===== src/rtl/pipeline_stall_controller.sv =====
// ---------------------------------------------------------------------------
// pipeline_stall_controller
//
// Central stall/flush sequencer for a 5-stage IF/ID/EX/MEM/WB pipeline.
//
// The four stall sources are merged into one control vector by strict
// priority:
//   HALT > data-memory wait > EX busy (mul/div) > mispredict > data hazard
// Control outputs are combinational from the current state and inputs, so
// the pipeline sees a zero-latency response. State, the memory-wait
// watchdog and the performance counters update on the rising clk edge.
//
// Ports
//   clk, rst            clock, synchronous active-high reset
//   is_data_hazard      decode data hazard
//   branch_mispredict   mispredict for the instruction in EX
//   muldiv_start        EX holds a multi-cycle mul/div
//   muldiv_done         mul/div result valid (level)
//   dmem_req, dmem_ack  MEM access present / completing this cycle
//   stall_*             hold the named stage register
//   bubble_*            load a NOP into the named stage register
//   flush_fetch/decode  squash IF/ID contents
//   dmem_timeout        sticky watchdog error flag
//   stall_cycles        saturating count of cycles with stall_fetch=1
//   flush_events        saturating count of mispredict flushes
// ---------------------------------------------------------------------------
module pipeline_stall_controller #(
  parameter int DMEM_TIMEOUT = 255,
  parameter int CNT_WIDTH    = 32
) (
  input  logic                 clk,
  input  logic                 rst,
  input  logic                 is_data_hazard,
  input  logic                 branch_mispredict,
  input  logic                 muldiv_start,
  input  logic                 muldiv_done,
  input  logic                 dmem_req,
  input  logic                 dmem_ack,
  output logic                 stall_fetch,
  output logic                 stall_decode,
  output logic                 stall_execute,
  output logic                 stall_memory,
  output logic                 bubble_execute,
  output logic                 bubble_memory,
  output logic                 bubble_writeback,
  output logic                 flush_fetch,
  output logic                 flush_decode,
  output logic                 dmem_timeout,
  output logic [CNT_WIDTH-1:0] stall_cycles,
  output logic [CNT_WIDTH-1:0] flush_events
);

  localparam int WCW = $clog2(DMEM_TIMEOUT + 1);
  // Counter value at the start of the last permitted wait cycle.
  localparam logic [WCW-1:0] WAIT_LAST = WCW'(DMEM_TIMEOUT - 1);
  localparam logic [WCW-1:0] WAIT_MAX  = WCW'(DMEM_TIMEOUT);

  typedef enum logic [1:0] {
    ST_RUN     = 2'd0,
    ST_MD_WAIT = 2'd1,
    ST_HALT    = 2'd2
  } state_e;

  typedef struct packed {
    logic sf, sd, se, sm;  // stalls
    logic be, bm, bw;      // bubbles
    logic ff, fd;          // flushes
  } ctrl_t;

  state_e           state_q;
  logic [WCW-1:0]   wait_cnt_q;
  logic             dmem_timeout_q;
  logic [CNT_WIDTH-1:0] stall_cycles_q;
  logic [CNT_WIDTH-1:0] flush_events_q;

  logic  mem_wait;
  logic  ex_busy;
  logic  halt_trig;
  ctrl_t ctrl;

  assign mem_wait = dmem_req & ~dmem_ack;

  // In RUN a start without done stalls EX in the same cycle it appears;
  // a start that completes in one cycle never stalls.
  assign ex_busy = ((state_q == ST_MD_WAIT) & ~muldiv_done) |
                   ((state_q == ST_RUN) & muldiv_start & ~muldiv_done);

  // The DMEM_TIMEOUT-th consecutive wait cycle moves to HALT on its edge.
  // An ack in that cycle clears mem_wait, so it counts as a completion.
  assign halt_trig = mem_wait & (wait_cnt_q == WAIT_LAST);

  // ---------------------------------------------------------------------
  // Priority merge of stall sources
  // ---------------------------------------------------------------------
  always_comb begin
    ctrl = '0;
    if (rst) begin
      ctrl = '0;
    end else if (state_q == ST_HALT) begin
      ctrl.sf = 1'b1; ctrl.sd = 1'b1; ctrl.se = 1'b1; ctrl.sm = 1'b1;
    end else if (mem_wait) begin
      // Whole pipe frozen; WB gets a NOP so the stalled MEM result
      // is not retired twice.
      ctrl.sf = 1'b1; ctrl.sd = 1'b1; ctrl.se = 1'b1; ctrl.sm = 1'b1;
      ctrl.bw = 1'b1;
    end else if (ex_busy) begin
      ctrl.sf = 1'b1; ctrl.sd = 1'b1; ctrl.se = 1'b1;
      ctrl.bm = 1'b1;
    end else if (branch_mispredict) begin
      // Wrong-path IF/ID contents are squashed, so a decode hazard on
      // them is irrelevant.
      ctrl.ff = 1'b1; ctrl.fd = 1'b1;
    end else if (is_data_hazard) begin
      ctrl.sf = 1'b1; ctrl.sd = 1'b1;
      ctrl.be = 1'b1;
    end
  end

  assign stall_fetch      = ctrl.sf;
  assign stall_decode     = ctrl.sd;
  assign stall_execute    = ctrl.se;
  assign stall_memory     = ctrl.sm;
  assign bubble_execute   = ctrl.be;
  assign bubble_memory    = ctrl.bm;
  assign bubble_writeback = ctrl.bw;
  assign flush_fetch      = ctrl.ff;
  assign flush_decode     = ctrl.fd;

  // ---------------------------------------------------------------------
  // FSM + memory-wait watchdog
  // ---------------------------------------------------------------------
  always_ff @(posedge clk) begin
    if (rst) begin
      state_q        <= ST_RUN;
      wait_cnt_q     <= '0;
      dmem_timeout_q <= 1'b0;
    end else begin
      if (!mem_wait)
        wait_cnt_q <= '0;
      else if (wait_cnt_q != WAIT_MAX)
        wait_cnt_q <= wait_cnt_q + 1'b1;

      unique case (state_q)
        ST_RUN: begin
          if (halt_trig) begin
            state_q        <= ST_HALT;
            dmem_timeout_q <= 1'b1;
          end else if (muldiv_start & ~muldiv_done & ~mem_wait) begin
            // With mem_wait the whole pipe is held, so the start is
            // simply seen again next cycle.
            state_q <= ST_MD_WAIT;
          end
        end
        ST_MD_WAIT: begin
          if (halt_trig) begin
            state_q        <= ST_HALT;
            dmem_timeout_q <= 1'b1;
          end else if (muldiv_done & ~mem_wait) begin
            state_q <= ST_RUN;
          end
        end
        ST_HALT: begin
          state_q <= ST_HALT;
        end
        default: begin
          state_q <= ST_RUN;
        end
      endcase
    end
  end

  assign dmem_timeout = dmem_timeout_q;

  // ---------------------------------------------------------------------
  // Saturating performance counters
  // ---------------------------------------------------------------------
  always_ff @(posedge clk) begin
    if (rst) begin
      stall_cycles_q <= '0;
      flush_events_q <= '0;
    end else begin
      if (ctrl.sf && (stall_cycles_q != '1))
        stall_cycles_q <= stall_cycles_q + 1'b1;
      if (ctrl.ff && (flush_events_q != '1))
        flush_events_q <= flush_events_q + 1'b1;
    end
  end

  assign stall_cycles = stall_cycles_q;
  assign flush_events = flush_events_q;

endmodule


===== config.mk =====
export PLATFORM = sky130hd
export DESIGN_NAME = pipeline_stall_controller
export DESIGN_NICKNAME = d
export VERILOG_FILES = /design/src/rtl/pipeline_stall_controller.sv
export SDC_FILE = /design/constraint.sdc
export NUM_CORES = 1
export LEC_CHECK = 0
export ABC_AREA = 1
export CAP_MARGIN = 20
export CORE_MARGIN = 2
export CORE_UTILIZATION = 40
export CTS_BUF_LIST = sky130_fd_sc_hd__clkbuf_4 sky130_fd_sc_hd__clkbuf_8 sky130_fd_sc_hd__clkbuf_16
export CTS_CLUSTER_SIZE = 28
export DETAILED_ROUTE_END_ITERATION = 12
export HOLD_SLACK_MARGIN = 0.02
export PLACE_DENSITY = 0.63
export SLEW_MARGIN = 0
export SYNTH_ARGS = -nofsm -noshare
export SYNTH_HDL_FRONTEND = slang
export SYNTH_SLANG_ARGS = --single-unit

===== constraint.sdc =====
create_clock -name clk -period 2.3 [get_ports clk]
set_input_delay 0.23 -clock clk [delete_from_list [all_inputs] [get_ports clk]]
set_output_delay 0.23 -clock clk [all_outputs]
set_load 0.02 [all_outputs]

Word-level counts from Yosys, hierarchy flattened
Cells that the tools add are included.
Widths: inputs -> output; s select.

word-level totals
  output and inout bits = 74
  register bits after elaboration = 75
  word-level logic and storage cells = 56
  input bits = 8

operators by class
  add/subtract/negate cells = 3
  bitwise gates (word level) = 12
  muxes and demuxes = 21
  reduce and logical (&&, ||, !) cells = 7
  equality and inequality tests = 8

operators with widths
  cell                   number
  $add 32x1->32 const B  2
  $ne 32x32->1 const B   2
  $mux 2                 11
  $mux 9                 1
  $add 8x1->8 const B    1
  $and 1x1->1            8
  $eq 8x8->1 const B     1
  $ne 8x8->1 const B     1
  $ne 3x2->1 const B     2
  $pmux 2 s3             1
  $mux 1                 5
  $mux 5                 1
  $mux 4                 1
  $reduce_and 2->1       2
  $reduce_or 2->1        2
  $mux 3                 1
  $not 1->1              3
  $eq 2x1->1 const B     1
  $eq 2x2->1 const B     1
  $logic_and 1x1->1      2
  $logic_not 2->1        1
  $or 1x1->1             1

Depth between registers and ports, before layout
  depth after elaboration = 9
  gate-level depth with buffers = 12
  gate-level depth less buffers = 11

Least setup slack after synthesis
No wires, ideal clock.

  kind = reg2reg
  start point = register flush_events_q[0], in the netlist flush_events[0]
  end point = register flush_events_q[28], in the netlist flush_events[28]
  cell stages (with the launch flop) = 12
  path slack = 0.435 ns
  arrival = 1.794 ns
  library setup time = 0.070 ns
  path through = dfxtp_1 -> ha_1 -> inv_1 -> nor2_4 -> nand2_4 -> nor2_4 -> nand2_4 -> nand2_4 -> buf_8 -> buf_12 -> nand2_2 -> a21oi_2

between the ends
  word-level cells in the longest chain between the ends = 2
  elaborated cells on any way between the ends = 3
  classes of those cells = add/sub (1); eq/ne (1); reduce/logical (1)

ends and longest elaborated chain
  what                                                   line  text
  start, declared                                        74    logic [CNT_WIDTH-1:0] flush_events_q;
  start signal, assigned                                 185   flush_events_q <= flush_events_q + 1'b1;
  branches (longest 2 deep; another with $add 32x1->32)  -

Several ways; the timed one is not identified.
A chain may end at the register's enable or synchronous reset.

Worst setup path after layout
  start point = input dmem_req
  end point = output bubble_writeback

between the ends
  word-level cells in the longest chain between the ends = 4

ends and longest elaborated chain
  what             line  text
  start, declared  37    input logic dmem_req,
  $and 1x1->1      81    assign mem_wait = dmem_req & ~dmem_ack;
  $mux 1           101   end else if (mem_wait) begin
  $mux 5           99    end else if (state_q == ST_HALT) begin
  $mux 9           97    if (rst) begin
  end, declared    45    output logic bubble_writeback,

Every way passes these cells.

==> results.yml <==
outcome:
  outcome: "completed"
setup_path:
  path_max_fanout: 7
  r2r_end: "stall_cycles[11]$_SDFFE_PP0P_"
  cp-start-kind: "input port"
  criticalPathCategory: "input port to output port"
  cp-end-kind: "output port"
  crit_arrival_ns: 1.93
  reg2reg_from: "stall_cycles[1]$_SDFFE_PP0P_"
  r2r_slack_ns: 0.25
  reg2regPathDepth: 10
  cp_data_required_time_ns: 2.07
timing:
  max_slew_margin: 0.530
  tns_ns: 0
  fin_crit_ns: 2.16
  max_freq_mhz: 463
  rsz0062_at_grt: "false"
  setup_slack_ns: 0.140
  hold_violations: 0
  finalSetupViolCount: 0
  min_period_over_period: 0.939
  holdWs_ns: 0.133
  slew_violations: 0
  worst_pin_slew_ns: 0.705
  fin_skew_ns: 0.00596
die:
  die_w_um: 114
  ios: 82
  die_h_um: 114
  fp.coreArea_um2: 11900
  num_rows: 40
  initial_core_util: 0.406
  die-area_um2: 13000
cells_and_area:
  fillers: 1217
  nNetsFinal: 890
  final_cells: 1028
  drive_gt1_frac: 0.0806
  fin_area_um2: 6060
  area.growth.synth_to_final_pct: 25.3
  antenna_cells: 0
synthesis:
  synth_top_area_share: 0.311
  synth_area_leaders: "dfxtp_1 31%, nand2_1 23%, nor2_1 10%"
  syn_nets: 805
  async_flop_share: 0
  yosys.area.top_type: "dfxtp_1"
  synth_cells: 793
  synth_edf_count: 0
  synthFlopType: "dfxtp_1"
  ys_seq_elements: 75
  syn_area_um2: 4830
  syn_avg_cell_area_um2: 6.10
  synth.distinct_cells: 30
  synth_common_cells: "301 x nand2_1, 129 x nor2_1, 75 x dfxtp_1, 64 x inv_1, 49 x a21oi_1"
  synth_most_common_cell: "nand2_1"
  yosysWarnings: 0
  seq_area_frac_synth: 0.311
worst_hold_path:
  holdCritStartpoint: "rst"
  min_path_type: "input port to flip-flop"
  min_to: "state_q[1]$_SDFFE_PP0P_"
  worst_hold_path.num_cells: 2
clock_tree:
  h-tree-depth: 3
  cts-root-buf: "clkbuf_16"
  clk_pin_slew_ns: 0.06
  cts_tree: "yes"
  clk_latency_ns: 0.34
  cts_buffer_depth: 2
  cts-buffers-inserted: 9
  clock-sinks: 75
global_route:
  grt_pass1_wl_um: 22700
  grt_use_total: 0.219
  antenna_found_initial: 0
  grt_pass1_vias: 4877
  grt_max_degree: 57
  grt_overflow_total: 0
route:
  vias: 5193
  met2WireLength_um: 6450
  route.antenna.remaining_nets: 0
  wl_met1_um: 6350
  avgRoutedWirePerCell_um: 13.4
  drc: 0
  first_pass_iters: 5
  finalWirelength_um: 13700
  viasPerCell: 5.05
  wl_met3_um: 592
  highest_layer: "met4"
  drtIter0Drc: 339
placed_design:
  gp_congestion: 0.890
  port_buffers: 81
  pre_cts_ws_ns: 0.0508
  dp_cells: 1014
  dp_hpwl_um: 10400
  placedInstanceArea_um2: 5760
power:
  vdd_drop_max_v: 0.000285
  p_per_area_nw_per_um2: 487
  p_leak_nw: 2.15
run:
  max-cap-violations: 0
## routing by layer
| layer | GRT usage | vias up |
|---|---|---|
| li1 | - | 2639 |
| met1 | 0.279 | 2415 |
| met2 | 0.370 | 116 |
| met3 | 0.0303 | 23 |
| met4 | 0.0976 | 0 |
| met5 | 0 | - |
## kinds of logic (layout without fill, tap and decap cells)
family                   Yosys count  after routing  synth area share
AND/OR/NAND/NOR                  526            526             0.458
buffers and inverters             87            175            0.0854
flip-flops                        75             75             0.311
AO/OA/AOI/OAI                     72             72            0.0826
XOR/XNOR                          29             29            0.0525
adder cells (fa/ha/maj)            4              4            0.0104
## cell usage in the layout (no fill, tap or decap), drive strengths merged, types with 10 or more instances in the layout
cell,instances
a21oi,59
buf,14
clkbuf,11
clkdlybuf4s50,78
dfxtp,75
inv,67
nand2,321
nand3,47
nand4,10
nor2,138
o21ai,12
xnor2,12
xor2,17
## sequential cells by signal (all words and copies together) (netlist names)
signal and cells:
dmem_timeout 1, flush_events 32, stall_cycles 32, state_q 2, wait_cnt_q 8
## worst max path at each step
stage	startpoint	endpoint	slack [ns]	cells after the start
5_1_grt	stall_cycles[1]$_SDFFE_PP0P_	stall_cycles[9]$_SDFFE_PP0P_	0.007	10
2_1_floorplan	flush_events[0]$_SDFFE_PP0P_	flush_events[28]$_SDFFE_PP0P_	0.44	11
3_5_place_dp	dmem_req	stall_cycles[11]$_SDFFE_PP0P_	0.05	12
4_1_cts	dmem_req	stall_decode	0.07	8
3_3_place_gp	dmem_req	stall_decode	0.11	8
6_report	dmem_req	bubble_writeback	0.14	6
## worst max-delay path, cell delays in order
cell,delay [ns]
clkdlybuf4s50_1,0.45
nand2_1,0.11
nor2_1,0.20
inv_1,0.17
a21oi_1,0.15
clkdlybuf4s50_1,0.62
## through the flow
stage          total power [mW]  utilization
3_5_place_dp               1.55        0.484
6_report                   2.95        0.508
2_1_floorplan              1.49            -
3_3_place_gp               1.55        0.484
4_1_cts                    2.98        0.508
5_1_grt                    3.05        0.508
## layout make-up
| class | count | area (um^2) | share of cell area |
|---|---|---|---|
| timing repair buffer | 94 | 908 | 0.150 |
| inverter | 67 | 254 | 0.0419 |
| sequential | 75 | 1500 | 0.248 |
| tap | 147 | 184 | 0.0304 |
| multi-input combinational | 631 | 2920 | 0.482 |
| clock inverter | 3 | 40.0 | 0.00661 |
| clock buffer | 11 | 246 | 0.0407 |
## report_power, final
| group | switching [mW] | leakage (nW) | internal (mW) | total [mW] |
|---|---|---|---|---|
| clock | 0.557 | 0.145 | 0.866 | 1.42 |
| sequential | 0.00886 | 0.605 | 1.31 | 1.32 |
| combinational | 0.138 | 1.40 | 0.0693 | 0.208 |
| total | 0.704 | 2.15 | 2.24 | 2.95 |
## timing repair
| action | CTS | global route |
|---|---|---|
| hold buffers | 0 | 0 |
| resized for setup | 0 | 3 |
| endpoints found under the setup margin | 0 | 3 |
| buffers inserted | 0 | 0 |
(Power assumes the default switching activity.)
